===== src/rtl/pe_sys_v2.sv =====
// Systolic PE with runtime OS/WS dataflow, optional saturation and a sticky overflow flag.
// All outputs are registered with 1-cycle latency. There is no backpressure; it accepts one operand per cycle.
module pe_sys_v2 #(
    parameter int DATA_WIDTH = 16,
    parameter int ACC_WIDTH  = 32,
    parameter bit SATURATE   = 1'b1
) (
    input  logic                         clk,
    input  logic                         rst_n,
    input  logic                         mode,
    input  logic                         valid_in,
    input  logic signed [DATA_WIDTH-1:0] a_in,
    input  logic signed [DATA_WIDTH-1:0] b_in,
    input  logic signed [ACC_WIDTH-1:0]  psum_in,
    input  logic                         clear_in,
    input  logic                         drain_in,
    input  logic                         load_w,
    output logic                         valid_out,
    output logic                         clear_out,
    output logic signed [DATA_WIDTH-1:0] a_out,
    output logic signed [DATA_WIDTH-1:0] b_out,
    output logic signed [ACC_WIDTH-1:0]  psum_out,
    output logic                         psum_valid_out,
    output logic                         ovf
);

    localparam int PW = 2 * DATA_WIDTH;
    localparam logic [ACC_WIDTH-1:0] ACC_MAX = {1'b0, {(ACC_WIDTH-1){1'b1}}};
    localparam logic [ACC_WIDTH-1:0] ACC_MIN = {1'b1, {(ACC_WIDTH-1){1'b0}}};

    logic signed [DATA_WIDTH-1:0] w;
    logic signed [DATA_WIDTH-1:0] w_nxt;
    logic signed [DATA_WIDTH-1:0] mul_b;
    logic signed [PW-1:0]         prod;
    logic signed [ACC_WIDTH-1:0]  prod_ext;
    logic signed [ACC_WIDTH-1:0]  addend;
    logic signed [ACC_WIDTH:0]    sum;
    logic                         sum_ovf;
    logic signed [ACC_WIDTH-1:0]  sum_res;
    logic signed [ACC_WIDTH-1:0]  acc_nxt;
    logic                         ovf_nxt;
    logic                         pvld_nxt;

    // One extra guard bit: overflow shows as disagreement between the top two bits.
    always_comb begin
        mul_b    = mode ? w : b_in;
        prod     = PW'(a_in) * PW'(mul_b);
        prod_ext = ACC_WIDTH'(prod);
        addend   = mode ? psum_in : psum_out;
        sum      = {addend[ACC_WIDTH-1], addend} + {prod_ext[ACC_WIDTH-1], prod_ext};
        sum_ovf  = sum[ACC_WIDTH] ^ sum[ACC_WIDTH-1];
        if (sum_ovf && SATURATE)
            sum_res = sum[ACC_WIDTH] ? ACC_MIN : ACC_MAX;
        else
            sum_res = sum[ACC_WIDTH-1:0];
    end

    // psum_out doubles as the OS accumulator and the WS partial-sum register.
    always_comb begin
        acc_nxt  = psum_out;
        w_nxt    = w;
        ovf_nxt  = ovf;
        pvld_nxt = 1'b0;
        if (!mode) begin
            pvld_nxt = drain_in;
            if (drain_in) begin
                acc_nxt = psum_in;
            end else if (valid_in && clear_in) begin
                acc_nxt = prod_ext;
                ovf_nxt = 1'b0;
            end else if (valid_in) begin
                acc_nxt = sum_res;
                ovf_nxt = ovf | sum_ovf;
            end
        end else begin
            if (load_w) begin
                w_nxt   = b_in;
                ovf_nxt = 1'b0;
            end else if (valid_in) begin
                acc_nxt  = sum_res;
                ovf_nxt  = ovf | sum_ovf;
                pvld_nxt = 1'b1;
            end
        end
    end

    always_ff @(posedge clk or negedge rst_n) begin
        if (!rst_n) begin
            valid_out      <= 1'b0;
            clear_out      <= 1'b0;
            a_out          <= '0;
            b_out          <= '0;
            psum_out       <= '0;
            psum_valid_out <= 1'b0;
            ovf            <= 1'b0;
            w              <= '0;
        end else begin
            valid_out      <= valid_in;
            clear_out      <= clear_in;
            a_out          <= a_in;
            b_out          <= b_in;
            psum_out       <= acc_nxt;
            psum_valid_out <= pvld_nxt;
            ovf            <= ovf_nxt;
            w              <= w_nxt;
        end
    end

endmodule


===== config.mk =====
export PLATFORM = sky130hd
export DESIGN_NAME = pe_sys_v2
export DESIGN_NICKNAME = d
export VERILOG_FILES = /design/src/rtl/pe_sys_v2.sv
export SDC_FILE = /design/constraint.sdc
export NUM_CORES = 1
export LEC_CHECK = 0
export BUFFER_PORTS_ARGS = -buffer_cell sky130_fd_sc_hd__buf_2
export CORE_UTILIZATION = 45
export CTS_CLUSTER_DIAMETER = 50
export DETAILED_ROUTE_END_ITERATION = 6
export GPL_ROUTABILITY_DRIVEN = 0
export SYNTH_ARGS = -nofsm -noshare
export SYNTH_HDL_FRONTEND = slang
export SYNTH_SLANG_ARGS = --single-unit

===== constraint.sdc =====
create_clock -name clk -period 13.8 [get_ports clk]
set_input_delay 1.38 -clock clk [delete_from_list [all_inputs] [get_ports clk]]
set_output_delay 1.38 -clock clk [all_outputs]
set_load 0.01 [all_outputs]

==> impl_metrics.toml <==
[sta]
report.final.slew_viol_count = 0
grt_setup_unrepaired = "no"
post-route-min-period_ns = 11.30
worst_pin_slew_ns = 1.286
fin_skew_ns = 0.02131
final_hold_viol_count = 0
clock.fmax_ghz = 0.08846
setup_viol = 0
fin_crit_sh_pct = 81.92
tns_ns = 0
slew_headroom_pct = 13.77

[worst_setup_path]
r2r_slack_ns = 3.82
r2r_end = "psum_out[27]"
max_stage_delay_ns = 0.92
startpoint_type = "primary input"
worstRegToRegCells = 33
cp.required_ns = 14.11
crit_type = "in2reg"
arrival_ns = 11.61
timing.rr.start = "w[6]"
worstSetupEndpointType = "register"
crit_fanout = 24
slowest_stage = "mux2i_2"
cp_common_cell = "fa_1"

[synth]
synth_xor_area_share_pct = 3.967
synthSimpleGateAreaFrac_pct = 13.40
synth_cell_types = 68
async_flop_share_pct = 100.0
yosysSeqAreaShare_pct = 13.30
ys_warn_count = 0
synth_compound_area_share_pct = 13.05
ys.flop_type = "dfrtp_1"
synth-adder-area-share_pct = 42.34
synth_top_family_by_area = "adder cells"
syn_area_per_cell_um2 = 9.279
syn-cell-area_um2 = 15800
synth_edf_count = 0
synth_nets = 2151
muxShareOfSynthArea_pct = 4.798
ys_seq_elements = 84
syn_inst = 1703

[placement]
place_area_um2 = 16870
placed_cells = 2231
portBuffers = 138
hpwl_mm = 32.86

[global_route]
overflow = 0
grt_first_pass_wirelength_mm = 69.88
antenna_found_initial = 0
grt_max_degree = 49
track_usage_pct = 25.27
grt_pass1_vias = 12970

[route]
vias = 12460
dr.pass1.iters = 5
ant_nets = 0
wirelength_mm = 42.61
wl_per_cell_um = 18.96
vias_per_cell = 5.546
wl_met1_mm = 17.72
dr_wl_met3_mm = 2.054
first_iter_violations = 830
wl_met2_mm = 21.92
top_layer = "met4"
drc_errors = 0

[floorplan]
io_pins = 139
die_x_um = 189.4
fp.coreArea_um2 = 34540
dieArea_um2 = 35870
die_h_um = 189.4
start_util_pct = 45.75
rows = 68

[clock_network]
cts_buffers = 9
cts_tree = "yes"
cts.path.max_buffers = 2
insertion_delay_ns = 0.40
cts.sinks = 84
cts_resized = 0
cts.repair_timing.setup_buffer_count = 0
clk_pin_slew_worst_paths_ns = 0.07
cts_root_buffer = "clkbuf_16"
cts_max_level = 3
cts_hold_buffers = 0

[final_layout]
insertedDiodeCount = 0
layout-drive-gt1-share_pct = 14.23
layout.cells.most_common_list = "304 x inv_1, 263 x fa_1, 161 x nand2_1, 137 x buf_2, 114 x ha_1"
finish.utilization_pct = 49.68
layout_commonest_cell = "inv_1"
nets = 2235
final_cell_area_um2 = 17160
fin_cells = 2247
syn_to_final_growth_pct = 8.591

[hold_path]
min_from = "w[9]"
worst_hold_path.num_cells = 1
worstHoldPathType = "reg2reg"
min_to = "w[9]"

[run_status]
outcome = "complete, no violations"

[job]
cap_viol_max_count = 0
## cell families after synthesis
group,Yosys count
mux,68
xor+xnor,69
buf+inv,380
fa+ha+maj,377
compound gates,305
flops,84
simple gates,420
## metrics by stage
stage          hold slack, ns  setup slack (ns)
6_report               0.5022             2.495
5_1_grt                0.5318             1.955
4_1_cts                0.5059             2.648
3_5_place_dp           0.4902             2.263
3_3_place_gp           0.4839             2.450
2_1_floorplan          0.4750             3.301
## critical path: cells and delay by family
| kind | cells | cell delay (ns) |
|---|---|---|
| AOI/OAI and AO/OA | 9 | 1.44 |
| and+or+nand+nor | 8 | 1.98 |
| muxes | 2 | 1.79 |
| buffers and inverters | 6 | 1.20 |
| adders and majority gates | 8 | 3.67 |
| xor gates and xnor gates | 1 | 0.13 |
## sequential cells by signal, indices dropped and copies added (netlist names)
name            flops
clear_out           1
ovf                 1
psum_valid_out      1
psum_out           32
a_out              16
b_out              16
valid_out           1
w                  16
## how the worst max path moves through the flow
| stage | from | to | cells after the start |
|---|---|---|---|
| 3_5_place_dp | mode | psum_out[13] | 34 |
| 4_1_cts | mode | psum_out[13] | 34 |
| 3_3_place_gp | mode | psum_out[8] | 31 |
| 6_report | mode | psum_out[27] | 34 |
| 2_1_floorplan | mode | psum_out[24] | 34 |
| 5_1_grt | mode | psum_out[27] | 34 |
## Yosys cell counts (all sizes together), types with 17 or more instances
library cell / instances / area, um^2
mux2: 59 / 668.1
o21ai: 108 / 540.5
nand2b: 19 / 118.9
xnor2: 52 / 463.0
dfrtp: 84 / 2102
a222oi: 32 / 320.3
a21o: 17 / 127.6
nor2b: 67 / 419.2
inv: 304 / 1141
nor2: 42 / 157.7
ha: 114 / 1426
and2: 71 / 444.2
a211oi: 33 / 280.3
nand2: 161 / 604.3
a21oi: 59 / 299.0
clkbuf: 66 / 247.7
fa: 263 / 5265
## metal layers
metal	vias to the layer above	global-route usage, %
met3	54	3.837
met4	0	6.638
li1	5673	-
met2	339	43.52
met5	-	0
met1	6395	33.03
## area by class of cell
| class | count | area [um^2] |
|---|---|---|
| Clock inverter | 6 | 65.06 |
| Inverter | 305 | 1145 |
| Fill cell | 3355 | 17380 |
| Timing Repair Buffer | 148 | 768.2 |
| Sequential cell | 84 | 2102 |
| Tap cell | 455 | 569.3 |
| Multi-Input combinational cell | 1239 | 12280 |
| Clock buffer | 10 | 229.0 |
Power is left out: the tool's default activity adds up to more than one toggle a clock period on the data nets, which glitch-free logic cannot reach.
